### src/rtl/spi_byte_slave.sv
// spi_byte_slave: SPI mode-0 slave front end.
// Synchronizes sclk/mosi/cs_n into clk, deserializes MSB-first bytes into
// single-cycle rx_valid pulses and serializes a response byte onto miso.
// Optional feature macro: SPI_BYTE_TX_EN (TX shift register and miso drive).
// With SPI_BYTE_TX_EN undefined, miso is tied low and tx_byte is ignored.
module spi_byte_slave #(
   parameter int SYNC_STAGES = 2
) (
   input  logic       clk,
   input  logic       rst_n,
   input  logic       sclk,
   input  logic       mosi,
   input  logic       cs_n,
   output logic       miso,
   output logic [7:0] rx_byte,
   output logic       rx_valid,
   output logic       rx_first,
   output logic       frame_err,
   output logic       cs_active,
   input  logic [7:0] tx_byte
);

   typedef enum logic {IDLE, ACTIVE} state_t;

   // Synchronizer chains; bit SYNC_STAGES-1 is the synchronized value.
   logic [SYNC_STAGES-1:0] sclk_sync_q, sclk_sync_d;
   logic [SYNC_STAGES-1:0] mosi_sync_q, mosi_sync_d;
   logic [SYNC_STAGES-1:0] cs_sync_q, cs_sync_d;
   logic                   sclk_prev_q, sclk_prev_d;
   logic                   cs_prev_q, cs_prev_d;
   logic                   sclk_s, mosi_s, cs_s;
   logic                   sclk_rise, sclk_fall, cs_fall, cs_rise;

   state_t     state_q, state_d;
   logic [2:0] bit_cnt_q, bit_cnt_d;
   // Only 7 bits are kept: the 8th bit goes straight into rx_byte.
   logic [6:0] rx_shift_q, rx_shift_d;
   logic       first_q, first_d;
   logic [7:0] rx_byte_q, rx_byte_d;
   logic       rx_valid_q, rx_valid_d;
   logic       rx_first_q, rx_first_d;
   logic       frame_err_q, frame_err_d;
   logic       frame_live;

   // Shift each pin into its synchronizer and keep one extra stage for edges.
   always_comb begin
      sclk_sync_d = {sclk_sync_q[SYNC_STAGES-2:0], sclk};
      mosi_sync_d = {mosi_sync_q[SYNC_STAGES-2:0], mosi};
      cs_sync_d   = {cs_sync_q[SYNC_STAGES-2:0], cs_n};
      sclk_prev_d = sclk_s;
      cs_prev_d   = cs_s;
   end

   assign sclk_s    = sclk_sync_q[SYNC_STAGES-1];
   assign mosi_s    = mosi_sync_q[SYNC_STAGES-1];
   assign cs_s      = cs_sync_q[SYNC_STAGES-1];
   assign sclk_rise = sclk_s & ~sclk_prev_q;
   assign sclk_fall = ~sclk_s & sclk_prev_q;
   assign cs_fall   = ~cs_s & cs_prev_q;
   assign cs_rise   = cs_s & ~cs_prev_q;

   // Synchronizer registers; cs_n chain resets to deselected to avoid a false cs_fall.
   always_ff @(posedge clk or negedge rst_n) begin
      if (!rst_n) begin
         sclk_sync_q <= '0;
         mosi_sync_q <= '0;
         cs_sync_q   <= '1;
         sclk_prev_q <= 1'b0;
         cs_prev_q   <= 1'b1;
      end else begin
         sclk_sync_q <= sclk_sync_d;
         mosi_sync_q <= mosi_sync_d;
         cs_sync_q   <= cs_sync_d;
         sclk_prev_q <= sclk_prev_d;
         cs_prev_q   <= cs_prev_d;
      end
   end

   // Frame FSM and RX deserializer: next state, bit counter and byte delivery.
   always_comb begin
      state_d     = state_q;
      bit_cnt_d   = bit_cnt_q;
      rx_shift_d  = rx_shift_q;
      first_d     = first_q;
      rx_byte_d   = rx_byte_q;
      rx_valid_d  = 1'b0;
      rx_first_d  = rx_first_q;
      frame_err_d = 1'b0;
      // A cs_fall coinciding with sclk_rise counts that edge as bit 1.
      frame_live  = (state_q == ACTIVE) || cs_fall;

      if ((state_q == IDLE) && cs_fall) begin
         state_d   = ACTIVE;
         first_d   = 1'b1;
         bit_cnt_d = 3'd0;
      end

      if (frame_live && sclk_rise) begin
         rx_shift_d = {rx_shift_q[5:0], mosi_s};
         bit_cnt_d  = bit_cnt_q + 3'd1;
         if (bit_cnt_q == 3'd7) begin
            rx_byte_d  = {rx_shift_q, mosi_s};
            rx_valid_d = 1'b1;
            rx_first_d = first_q;
            first_d    = 1'b0;
         end
      end

      // Evaluated after the rise so a byte completing on this cycle is not an error.
      if ((state_q == ACTIVE) && cs_rise) begin
         frame_err_d = (bit_cnt_d != 3'd0);
         bit_cnt_d   = 3'd0;
         rx_shift_d  = '0;
         state_d     = IDLE;
      end
   end

   // FSM and RX state registers.
   always_ff @(posedge clk or negedge rst_n) begin
      if (!rst_n) begin
         state_q     <= IDLE;
         bit_cnt_q   <= 3'd0;
         rx_shift_q  <= '0;
         first_q     <= 1'b0;
         rx_byte_q   <= 8'h00;
         rx_valid_q  <= 1'b0;
         rx_first_q  <= 1'b0;
         frame_err_q <= 1'b0;
      end else begin
         state_q     <= state_d;
         bit_cnt_q   <= bit_cnt_d;
         rx_shift_q  <= rx_shift_d;
         first_q     <= first_d;
         rx_byte_q   <= rx_byte_d;
         rx_valid_q  <= rx_valid_d;
         rx_first_q  <= rx_first_d;
         frame_err_q <= frame_err_d;
      end
   end

   assign rx_byte   = rx_byte_q;
   assign rx_valid  = rx_valid_q;
   assign rx_first  = rx_first_q;
   assign frame_err = frame_err_q;
   assign cs_active = ~cs_s;

`ifdef SPI_BYTE_TX_EN
   // miso is the MSB of this register, so clearing it deselects the line.
   logic [7:0] tx_shift_q, tx_shift_d;

   // TX serializer: load at frame start, reload at byte boundaries, else shift.
   always_comb begin
      tx_shift_d = tx_shift_q;
      if ((state_q == IDLE) && cs_fall) begin
         tx_shift_d = tx_byte;
      end else if (state_q == ACTIVE) begin
         if (cs_rise) begin
            tx_shift_d = 8'h00;
         end else if (sclk_fall) begin
            if (bit_cnt_q == 3'd0) begin
               tx_shift_d = tx_byte;
            end else begin
               tx_shift_d = {tx_shift_q[6:0], 1'b0};
            end
         end
      end
   end

   // TX shift register.
   always_ff @(posedge clk or negedge rst_n) begin
      if (!rst_n) begin
         tx_shift_q <= 8'h00;
      end else begin
         tx_shift_q <= tx_shift_d;
      end
   end

   assign miso = tx_shift_q[7];
`else
   logic tx_byte_unused;
   assign tx_byte_unused = ^tx_byte;
   assign miso           = 1'b0;
`endif

endmodule

### config.mk
export PLATFORM = sky130hd
export DESIGN_NAME = spi_byte_slave
export DESIGN_NICKNAME = d
export VERILOG_FILES = /design/src/rtl/spi_byte_slave.sv
export SDC_FILE = /design/constraint.sdc
export NUM_CORES = 1
export LEC_CHECK = 0
export ABC_CLOCK_PERIOD_IN_PS = 1700
export BUFFER_PORTS_ARGS = -buffer_cell sky130_fd_sc_hd__buf_2
export CORE_MARGIN = 2
export CORE_UTILIZATION = 32
export CTS_BUF_LIST = sky130_fd_sc_hd__clkbuf_8
export DETAILED_ROUTE_END_ITERATION = 6
export PLACE_DENSITY = 0.51
export SKIP_LAST_GASP = 1
export SYNTH_ARGS = -nofsm -noshare
export SYNTH_HDL_FRONTEND = slang
export SYNTH_SLANG_ARGS = --single-unit
### constraint.sdc
create_clock -name clk -period 1.7 [get_ports clk]
set_input_delay 0.255 -clock clk [delete_from_list [all_inputs] [get_ports clk]]
set_output_delay 0.255 -clock clk [all_outputs]
set_load 0.02 [all_outputs]
==> impl_metrics.env <==
export IMPL_status="finished, final reports clean"
export IMPL_finalHoldViolCount=0
export IMPL_finalPower_mw=1.75
export IMPL_synth_avg_cell_area_sq_um=13.2
export IMPL_grt_max_degree=32
export IMPL_path_class="reg2reg"
export IMPL_vias=858
export IMPL_cpMaxStageDelayCell="dfstp_2"
export IMPL_io_buffers=16
export IMPL_cts_buffers_inserted=5
export IMPL_yosysUniqueCellTypes=33
export IMPL_grt_pass1_wl_mm=4.06
export IMPL_crit_reg2reg_capture="rx_byte[3]"
export IMPL_power_density_nw_per_um2=1080
export IMPL_fin_crit_ns=1.63
export IMPL_dieArea_sq_um=4930
export IMPL_endpoint_kind="flop"
export IMPL_fmax_ghz=0.613
export IMPL_rsz0062_at_grt="no"
export IMPL_slew_headroom=0.546
export IMPL_fill_cells=434
export IMPL_postCtsHoldBufs=0
export IMPL_switching_share=0.257
export IMPL_placed_cells=170
export IMPL_firstDrtPassIters=4
export IMPL_synth_fa_ha_area_frac=0.0250
export IMPL_power_frac_comb=0.148
export IMPL_setup_viol_count_final=0
export IMPL_ctsHtreeMaxLevel=2
export IMPL_drc=0
export IMPL_synth_mux_area_frac=0.109
export IMPL_hp_class="in2async"
export IMPL_dr_first_iter_drc_count=33
export IMPL_clk_latency_ns=0.28
export IMPL_synth_top_area_share=0.500
export IMPL_coreArea_sq_um=4290
export IMPL_hold_ws_ns=0.0163
export IMPL_seqPwrFrac=0.499
export IMPL_vdd_drop_max_mv=0.395
export IMPL_via_per_inst=4.82
export IMPL_cts_tree="yes"
export IMPL_synth_xor_area_frac=0
export IMPL_yosys_warnings=0
export IMPL_clockPowerShare=0.353
export IMPL_syn_inst=106
export IMPL_p_leak_nw=0.798
export IMPL_timing_worst_slew_pin_value_ns=0.681
export IMPL_path_buf_inv=0
export IMPL_required_ns=1.86
export IMPL_cts_resized_gates=0
export IMPL_arrival_ns=1.79
export IMPL_routabilityCongestion=0.768
export IMPL_synth_compound_area_share=0.158
export IMPL_seq_area_frac_synth=0.556
export IMPL_clockRootBuffer="clkbuf_8"
export IMPL_path_cells="nor2b_4, o211ai_4, mux2_1"
export IMPL_rrSetupSlack_ns=0.07
export IMPL_global_route_usage_total=0.107
export IMPL_synth_edf_count=0
export IMPL_r2r_start="cs_sync_q[1]"
export IMPL_synth_most_common_cell="dfrtp_1"
export IMPL_synth_async_reset_ratio=1.00
export IMPL_dp_hpwl_mm=1.58
export IMPL_critical_path_top_delay_family="flip-flops"
export IMPL_cp_start_kind="flop"
export IMPL_internal_power_mw=1.30
export IMPL_max_cap_viol_count=0
export IMPL_final_setup_tns_ns=0
export IMPL_rows=24
export IMPL_postCtsSetupRepairBufs=0
export IMPL_rr_worst_depth=3
export IMPL_grt_pass1_vias=830
export IMPL_critPathMaxFanout=11
export IMPL_grt_antenna_before_repair=0
export IMPL_critPathLaunch="cs_sync_q[1]"
export IMPL_clkTransAtPathRegs_ns=0.06
export IMPL_overflow=0
export IMPL_max_stage_delay_ns=0.60
export IMPL_synth_top_family_by_area="compound AO/OA/AOI/OAI gates"
export IMPL_yosys_most_used_dff="dfrtp_1"
export IMPL_cts_num_sinks=31
export IMPL_p_sw_mw=0.450
export IMPL_ys_seq_elements=31
export IMPL_synthesis_nets=121
export IMPL_maxSlewViolCount=0
export IMPL_synth_common_cells="28 x dfrtp_1, 12 x nor2_1, 8 x mux2_4, 7 x o21bai_1, 5 x o221a_1"
export IMPL_final_cells=178
export IMPL_postRouteAntennaNets=0
export IMPL_die_y_um=70.2
export IMPL_nNetsFinal=140
export IMPL_synth_area_top_cells="dfrtp_1 50%, mux2_4 8.6%, dfstp_2 5.6%, o221a_1 4.0%, o21bai_1 3.7%"
export IMPL_yosys_area_share_simple=0.106
export IMPL_clk_path_buf_depth=2
export IMPL_wl_per_cell_um=13.1
export IMPL_fin_worst_skew_ns=0.00398
export IMPL_utilization=0.376
export IMPL_routed_wirelength_mm=2.34
export IMPL_diodes=0
export IMPL_die_w_um=70.2
export IMPL_synth_top_area_cell="dfrtp_1"
export IMPL_initial_core_util=0.327
export IMPL_crit_end="rx_byte[3]"
export IMPL_drive_gt1_frac=0.357
export IMPL_num_io_pins=26
export IMPL_syn_area_sq_um=1400
export IMPL_areaGrowthSynthToFinish_pct=15.3
export IMPL_fin_crit_sh=0.959
export IMPL_path_depth=3
-- sequential cells by signal, indices dropped and copies added, names as in the netlist --
signal and flops:
state_q 1, cs_prev_q 1, frame_err 1, rx_first 1, rx_byte 8, rx_shift_q 7, sclk_prev_q 1, rx_valid 1
cs_sync_q 2, mosi_sync_q 2, bit_cnt_q 3, sclk_sync_q 2, first_q 1
-- how the worst min path moves through the flow --
stage                              start             end  slack [ns]  cells past startpoint
after floorplan                    rst_n    bit_cnt_q[0]       -0.04                      0
after global placement    mosi_sync_q[0]  mosi_sync_q[1]        0.33                      0
after detailed placement  mosi_sync_q[0]  mosi_sync_q[1]        0.34                      0
after CTS                          rst_n      rx_byte[1]        0.04                      1
after global routing                cs_n    cs_sync_q[0]        0.06                      1
final                              rst_n        rx_valid        0.02                      1
-- layer usage --
metal / routed length [um] / GRT usage / share of wire / up-vias
met5: 0 / 0 / 0 / -
met4: 43 / 0.0513 / 0.018 / 0
met3: 127 / 0.0462 / 0.054 / 4
met2: 1040 / 0.166 / 0.44 / 18
met1: 1130 / 0.127 / 0.48 / 420
li1: - / - / - / 416
-- power by group through the flow --
stage	Sequential [mW]	Clock [mW]	Combinational, mW
after floorplan	0.891	0	0.181
after global placement	0.885	0	0.256
after detailed placement	0.888	0	0.262
after CTS	0.874	0.646	0.263
after global routing	0.887	0.679	0.288
final	0.873	0.619	0.259
-- area by class of cell --
cell class | instances | area, sq um | share of cell area
flip-flops and latches | 31 | 779 | 0.482
inverters | 2 | 7.51 | 0.00464
repair buffers | 19 | 103 | 0.0635
clock inverters | 1 | 3.75 | 0.00232
multi-input cells | 66 | 562 | 0.348
clock buffers | 7 | 96.3 | 0.0596
well taps | 52 | 65.1 | 0.0402
-- cells in the final DEF, fill, tap and decap left out, types with 2 or more instances in the layout --
| master | instances |
|---|---|
| mux2_4 | 8 |
| inv_1 | 3 |
| o221a_1 | 5 |
| clkbuf_8 | 7 |
| nor2_1 | 12 |
| dfrtp_1 | 28 |
| o221a_2 | 3 |
| nand2_1 | 3 |
| buf_4 | 3 |
| dfstp_2 | 3 |
| nor3b_1 | 2 |
| buf_2 | 16 |
| nor4_1 | 2 |
| nor3_1 | 3 |
| o21a_1 | 4 |
| ha_1 | 2 |
| o21bai_1 | 7 |
-- through the flow --
stage | instance area [sq um] | setup slack, ns
3_3_place_gp | 1520 | 0.0769
5_1_grt | 1620 | 0.00799
3_5_place_dp | 1520 | 0.0685
2_1_floorplan | 1400 | 0.198
6_report | 1620 | 0.0692
4_1_cts | 1620 | 0.0531
-- kinds of logic after synthesis --
logic type                 count (synthesis)
AOI/OAI and AO/OA                         23
other                                      1
DFF                                       31
buffers and inverters                      9
and+or+nand+nor                           28
adders and majority gates                  3
muxes                                     11
No activity file was read; power rests on OpenSTA's default activity.
